File: config.mk
export PLATFORM = sky130hd
export DESIGN_NAME = sw_array_ctrl
export DESIGN_NICKNAME = d
export VERILOG_FILES = /design/src/rtl/sw_array_ctrl.sv
export SDC_FILE = /design/constraint.sdc
export NUM_CORES = 1
export LEC_CHECK = 0
export CAP_MARGIN = 10
export CORE_ASPECT_RATIO = 1.5
export CORE_MARGIN = 1.5
export CORE_UTILIZATION = 30
export DETAILED_ROUTE_END_ITERATION = 6
export DONT_BUFFER_PORTS = 1
export SLEW_MARGIN = 20
export SYNTH_ARGS = -nofsm -noshare
export SYNTH_HDL_FRONTEND = slang
export SYNTH_SLANG_ARGS = --single-unit
export TNS_END_PERCENT = 5
File: constraint.sdc
create_clock -name i_clk -period 3.5 [get_ports i_clk]
set_input_delay 1.05 -clock i_clk [delete_from_list [all_inputs] [get_ports i_clk]]
set_output_delay 1.05 -clock i_clk [all_outputs]
set_load 0.01 [all_outputs]
File: src/rtl/sw_array_ctrl.sv
// Job controller for the Smith-Waterman linear PE array: buffers the host query,
// replays it over the save-s chain, streams the target through PE0, drains and captures the score.
module sw_array_ctrl #(
    parameter int         N_PE    = 8,
    parameter int         LW      = 4,
    parameter int         TW      = 8,
    parameter logic [1:0] PAD_SYM = 2'd0
) (
    input  logic          i_clk,
    input  logic          i_reset,
    input  logic          i_start,
    input  logic [LW-1:0] i_s_len,
    input  logic [TW-1:0] i_t_len,
    input  logic          i_sym_valid,
    input  logic [1:0]    i_sym_data,
    output logic          o_sym_ready,
    output logic          o_pe_enable,
    output logic          o_save_s,
    output logic [1:0]    o_s_bus,
    output logic [1:0]    o_t_feed,
    input  logic [11:0]   i_max_last,
    output logic [11:0]   o_score,
    output logic          o_busy,
    output logic          o_done,
    output logic          o_err
);
    localparam int DW = $clog2(N_PE + 1);

    localparam logic [LW-1:0] L_ZERO = '0;
    localparam logic [LW-1:0] L_ONE  = LW'(1);
    localparam logic [LW-1:0] L_NPE  = LW'(N_PE);
    localparam logic [TW-1:0] T_ZERO = '0;
    localparam logic [TW-1:0] T_ONE  = TW'(1);
    localparam logic [DW-1:0] D_ZERO = '0;
    localparam logic [DW-1:0] D_ONE  = DW'(1);
    localparam logic [DW-1:0] D_INIT = DW'(N_PE);

    typedef enum logic [2:0] {
        S_IDLE,
        S_QFILL,
        S_LOAD,
        S_FLUSH,
        S_STREAM,
        S_DRAIN
    } state_t;

    state_t        r_state, w_state;
    logic [LW-1:0] r_s_len, w_s_len;
    logic [TW-1:0] r_t_len, w_t_len;
    logic [LW-1:0] r_idx, w_idx;
    logic [TW-1:0] r_tcnt, w_tcnt;
    logic [DW-1:0] r_dcnt, w_dcnt;
    logic [1:0]    r_qbuf [0:(1<<LW)-1];

    logic          r_sym_ready, w_sym_ready;
    logic          r_pe_enable, w_pe_enable;
    logic          r_save_s, w_save_s;
    logic [1:0]    r_s_bus, w_s_bus;
    logic [1:0]    r_t_feed, w_t_feed;
    logic [11:0]   r_score, w_score;
    logic          r_busy, w_busy;
    logic          r_done, w_done;
    logic          r_err, w_err;

    logic          w_hs;
    logic          w_len_ok;
    logic          w_qbuf_we;

    assign w_hs     = i_sym_valid & r_sym_ready;
    assign w_len_ok = (i_s_len != L_ZERO) && (i_s_len <= L_NPE) && (i_t_len != T_ZERO);

    always_comb begin
        w_state     = r_state;
        w_s_len     = r_s_len;
        w_t_len     = r_t_len;
        w_idx       = r_idx;
        w_tcnt      = r_tcnt;
        w_dcnt      = r_dcnt;
        w_sym_ready = 1'b0;
        w_pe_enable = 1'b0;
        w_save_s    = 1'b0;
        w_s_bus     = 2'd0;
        w_t_feed    = PAD_SYM;
        w_score     = r_score;
        w_busy      = 1'b0;
        w_done      = 1'b0;
        w_err       = r_err;
        w_qbuf_we   = 1'b0;

        case (r_state)
            S_IDLE: begin
                if (i_start) begin
                    if (w_len_ok) begin
                        w_s_len     = i_s_len;
                        w_t_len     = i_t_len;
                        w_err       = 1'b0;
                        w_idx       = L_ZERO;
                        w_state     = S_QFILL;
                        w_sym_ready = 1'b1;
                        w_busy      = 1'b1;
                    end else begin
                        w_err = 1'b1;
                    end
                end
            end
            S_QFILL: begin
                w_busy      = 1'b1;
                w_sym_ready = 1'b1;
                if (w_hs) begin
                    w_qbuf_we = 1'b1;
                    if (r_idx == r_s_len - L_ONE) begin
                        // entry 0 is still being written when the query is a single symbol
                        w_state     = S_LOAD;
                        w_sym_ready = 1'b0;
                        w_pe_enable = 1'b1;
                        w_save_s    = 1'b1;
                        w_s_bus     = (r_s_len == L_ONE) ? i_sym_data : r_qbuf[L_ZERO];
                        w_idx       = L_ONE;
                    end else begin
                        w_idx = r_idx + L_ONE;
                    end
                end
            end
            S_LOAD: begin
                w_busy = 1'b1;
                if (r_idx == r_s_len) begin
                    w_state     = S_FLUSH;
                    w_idx       = L_ZERO;
                    w_sym_ready = 1'b1;
                end else begin
                    w_pe_enable = 1'b1;
                    w_save_s    = 1'b1;
                    w_s_bus     = r_qbuf[r_idx];
                    w_idx       = r_idx + L_ONE;
                end
            end
            S_FLUSH, S_STREAM: begin
                if (!w_hs) begin
                    w_state = S_IDLE;
                    w_err   = 1'b1;
                end else begin
                    w_t_feed    = i_sym_data;
                    w_busy      = 1'b1;
                    w_pe_enable = 1'b1;
                    // r_tcnt counts target symbols still owed after this accept
                    if ((r_state == S_FLUSH && r_t_len == T_ONE) ||
                        (r_state == S_STREAM && r_tcnt == T_ONE)) begin
                        w_state = S_DRAIN;
                        w_dcnt  = D_INIT;
                    end else begin
                        w_state     = S_STREAM;
                        w_sym_ready = 1'b1;
                        w_tcnt      = (r_state == S_FLUSH) ? r_t_len - T_ONE : r_tcnt - T_ONE;
                    end
                end
            end
            S_DRAIN: begin
                if (r_dcnt == D_ZERO) begin
                    w_state = S_IDLE;
                    w_score = i_max_last;
                    w_done  = 1'b1;
                end else begin
                    w_dcnt      = r_dcnt - D_ONE;
                    w_pe_enable = 1'b1;
                    w_busy      = 1'b1;
                end
            end
            default: begin
                w_state = S_IDLE;
            end
        endcase
    end

    always_ff @(posedge i_clk or negedge i_reset) begin
        if (!i_reset) begin
            r_state     <= S_IDLE;
            r_s_len     <= '0;
            r_t_len     <= '0;
            r_idx       <= '0;
            r_tcnt      <= '0;
            r_dcnt      <= '0;
            r_sym_ready <= 1'b0;
            r_pe_enable <= 1'b0;
            r_save_s    <= 1'b0;
            r_s_bus     <= 2'd0;
            r_t_feed    <= PAD_SYM;
            r_score     <= '0;
            r_busy      <= 1'b0;
            r_done      <= 1'b0;
            r_err       <= 1'b0;
        end else begin
            r_state     <= w_state;
            r_s_len     <= w_s_len;
            r_t_len     <= w_t_len;
            r_idx       <= w_idx;
            r_tcnt      <= w_tcnt;
            r_dcnt      <= w_dcnt;
            r_sym_ready <= w_sym_ready;
            r_pe_enable <= w_pe_enable;
            r_save_s    <= w_save_s;
            r_s_bus     <= w_s_bus;
            r_t_feed    <= w_t_feed;
            r_score     <= w_score;
            r_busy      <= w_busy;
            r_done      <= w_done;
            r_err       <= w_err;
        end
    end

    always_ff @(posedge i_clk) begin
        if (w_qbuf_we) begin
            r_qbuf[r_idx] <= i_sym_data;
        end
    end

    assign o_sym_ready = r_sym_ready;
    assign o_pe_enable = r_pe_enable;
    assign o_save_s    = r_save_s;
    assign o_s_bus     = r_s_bus;
    assign o_t_feed    = r_t_feed;
    assign o_score     = r_score;
    assign o_busy      = r_busy;
    assign o_done      = r_done;
    assign o_err       = r_err;

endmodule

==> qor.txt <==
CORE AREA: 0.0136 mm^2
final cycle utilization of the critical path: 68.6%
FF-to-FF setup slack: 1.10 ns
initial antenna violation count: 0
Peak supply drop: 0.219 mV
WL per Instance: 17.0 um
Post-DRT Antenna Nets: 0
Die W: 99.9 um
final setup vio count: 0
syn nets: 383
Seq pwr share: 45.2%
Worst EP arrival: 2.63 ns
outcome: finished clean
hold buffer count at CTS: 0
Final Cell Area: 0.00460 mm^2
worst skew pair latency: 0.34 ns
CTS clock-pin slew for the worst setup and hold paths: 0.06 ns
Post-synth top flop: dfrtp_1
startpoint class of the critical path: flip-flop
wirelength, routed: 8600 um
Clock power frac: 25.1%
PwrDens: 763 mW/mm^2
Syn Inst Count: 342
# clock sinks: 85
switch share: 35.8%
top cells by area, synth: dfrtp_1 (31%), edfxtp_1 (23%), mux2_2 (6.4%), ha_1 (3.3%), mux4_1 (3.1%)
worst hold path class: in2async
post-CTS setup buffers: 0
setup_tns: 0 ns
dpl hpwl: 6280 um
row count: 52
sequential element share of the synthesized area: 54.1%
CTS tree: yes
post-CTS resize count: 0
vias in the first global route: 2817
DRC viols: 0
worst-margin pin slew: 0.775 ns
WP data required: 3.73 ns
max cap viols: 0
Fmax: 416 MHz
initial core utilization: 31.1%
# IOs: 52
RSZ-0062 raised after global routing: no
min Tclk post-route: 2.40 ns
post-synthesis register bit count: 85
vias per cell: 5.22
Psw: 0.00126 W
crit path max fanout: 17
final count of pins violating max slew: 0
post-route clock skew: 0.00575 ns
Static Leakage: 1.80 nW
Crit Path Class: reg2reg
CTS buffer count: 9
max_slew headroom: 48.2%
syn_area_per_cell: 12.4 um^2
Setup crit end kind: flip-flop
die area: 0.0148 mm^2
Routability Congestion: 0.787
DP Area: 0.00433 mm^2
Die Height: 148 um
initial DRC count: 85
layout cells sized above 1: 15.7%
DRT Pass-1 Iters: 4
first-pass GRT wire length: 14200 um
CTS Buffer Depth: 2
Unique masters post-synth: 53
internal power: 0.00225 W
share of the synthesized area in the top cell type: 31.4%
Mapped Area: 0.00422 mm^2
vias: 2648
# fillers: 1327
Yosys warnings: 0
Post-synth ARST share: 62.4%
Synth-to-Final Area Change: 9.00%
post-synth top area cell: dfrtp_1
number of enable flip-flop cells after synthesis: 32
Root Buffer: clkbuf_16
GR Util All Layers: 12.6%
GRT overflow: 0
Reg area: 0.00229 mm^2
Hold Violations, Final: 0
area of the multi-input gates: 0.00178 mm^2
CTS H-tree lvls: 3
ANT cells: 0
nets: 381
largest net degree at the start of global routing: 54
Logic pwr share: 29.7%
Port Buf Inserts: 0
-- layer usage --
metal | vias up | track usage, % | share of wire [%] | wire, um
met2 | 64 | 22.6 | 54 | 4620
met4 | 0 | 7.46 | 4.8 | 414
met3 | 27 | 4.37 | 4.9 | 421
li1 | 1261 | - | - | -
met5 | - | 0 | 0 | 0
met1 | 1296 | 12.3 | 37 | 3150
-- power by group through the flow --
stage / Sequential, W / Combinational (W) / Clock, W
global placement: 0.00160 / 0.00103 / 0
floorplan: 0.00144 / 0.000990 / 0
global route: 0.00163 / 0.00118 / 0.000961
detailed placement: 0.00161 / 0.00105 / 0
finish: 0.00159 / 0.00104 / 0.000881
CTS: 0.00159 / 0.00106 / 0.000924
-- critical path: stages, from the launching register on --
cell     delay (ns)
dfrtp_1        0.63
and3b_1        0.44
o21ba_2        0.24
and3_1         0.53
o21ai_0        0.19
a22o_1         0.26
-- area by class of cell --
cell class              count  area share [%]
clock buffers               9            4.89
multi-input cells         230            38.7
inverters                  12           0.978
well taps                 162            4.40
flip-flops and latches     85            49.7
clock inverters             7            1.06
repair buffers              2           0.326
-- flip-flops by register name (all words and copies together) (netlist names) --
name         count
r_qbuf          32
o_score         12
r_t_len          8
r_tcnt           8
r_dcnt           4
r_idx            4
r_s_len          4
r_state          3
o_s_bus          2
o_t_feed         2
o_busy           1
o_done           1
o_err            1
o_pe_enable      1
o_save_s         1
o_sym_ready      1
-- synth_stat cells, drive strengths merged (3+ instances only) --
cell type   n
xor2        5
a31oi       4
buf        10
nand3       6
mux4       10
nand4       3
nor2       26
nor4        6
edfxtp     32
mux2i       3
nor3b       3
and2        3
a22o        5
nand3b      4
ha         11
dfrtp      53
nand2b      6
a21oi      12
o22ai       6
inv        12
nand2      30
nor3       10
clkbuf      4
xnor2      11
o21ai      16
mux2       24
-- metrics by stage --
step	instances	total power [W]	hold WS, ns	setup WS, ns	utilization, %
after CTS	507	0.00357	0.379	1.09	33.9
after global routing	507	0.00377	0.375	0.814	33.9
final	507	0.00351	0.398	1.10	33.9
after global placement	491	0.00263	0.512	0.918	31.8
after detailed placement	491	0.00266	0.535	0.851	31.8
after floorplan	342	0.00244	0.484	1.13	-
-- cells by family after synthesis --
group                      count (synthesis)  synth area share [%]
xor gates and xnor gates                  17                  4.03
and+or+nand+nor                          108                  12.9
buffers and inverters                     27                  3.70
adders and majority gates                 11                  3.26
AOI/OAI and AO/OA                         57                  9.06
muxes                                     37                  12.9
DFF                                       85                  54.1
-- placed cells by master (no fill, tap or decap), types with 2 or more instances in the layout --
cell and n:
nor3b_1 3, inv_6 3, a211o_1 2, nand3_1 6, a31oi_1 4, mux4_2 5
xnor2_1 10, mux2i_1 3, nor4b_1 2, a31o_2 2, nor4_1 5, nor3_1 10
inv_1 12, mux2_2 24, mux4_1 5, o211ai_1 2, clkbuf_16 9, o21ai_1 2
a22o_1 5, o21ai_0 14, o22ai_1 6, nand4_1 3, dfrtp_1 53, xor2_1 5
nand2_1 30, edfxtp_1 32, nand3b_1 4, nand2b_1 6, clkinvlp_4 2, a21oi_1 12
buf_4 2, and2_1 3, a211oi_2 2, or3b_1 2, nor2_1 26, clkinv_1 2
ha_1 11
-- path summary, 6_finish.rpt --
kind	from	endpoint	depth (start not counted)
worst max-delay path	r_state[0]$_DFFE_PN0P_	r_tcnt[4]$_DFFE_PN0P_	5
worst min register to register	r_dcnt[0]$_DFFE_PN0P_	r_dcnt[0]$_DFFE_PN0P_	1
min in group i_clk	r_dcnt[0]$_DFFE_PN0P_	r_dcnt[0]$_DFFE_PN0P_	1
worst min-delay path	i_reset	r_tcnt[5]$_DFFE_PN0P_	0
max in group asynchronous	i_reset	o_score[2]$_DFFE_PN0P_	0
worst max register to register	r_state[0]$_DFFE_PN0P_	r_tcnt[4]$_DFFE_PN0P_	5
(Power assumes the default switching activity.)
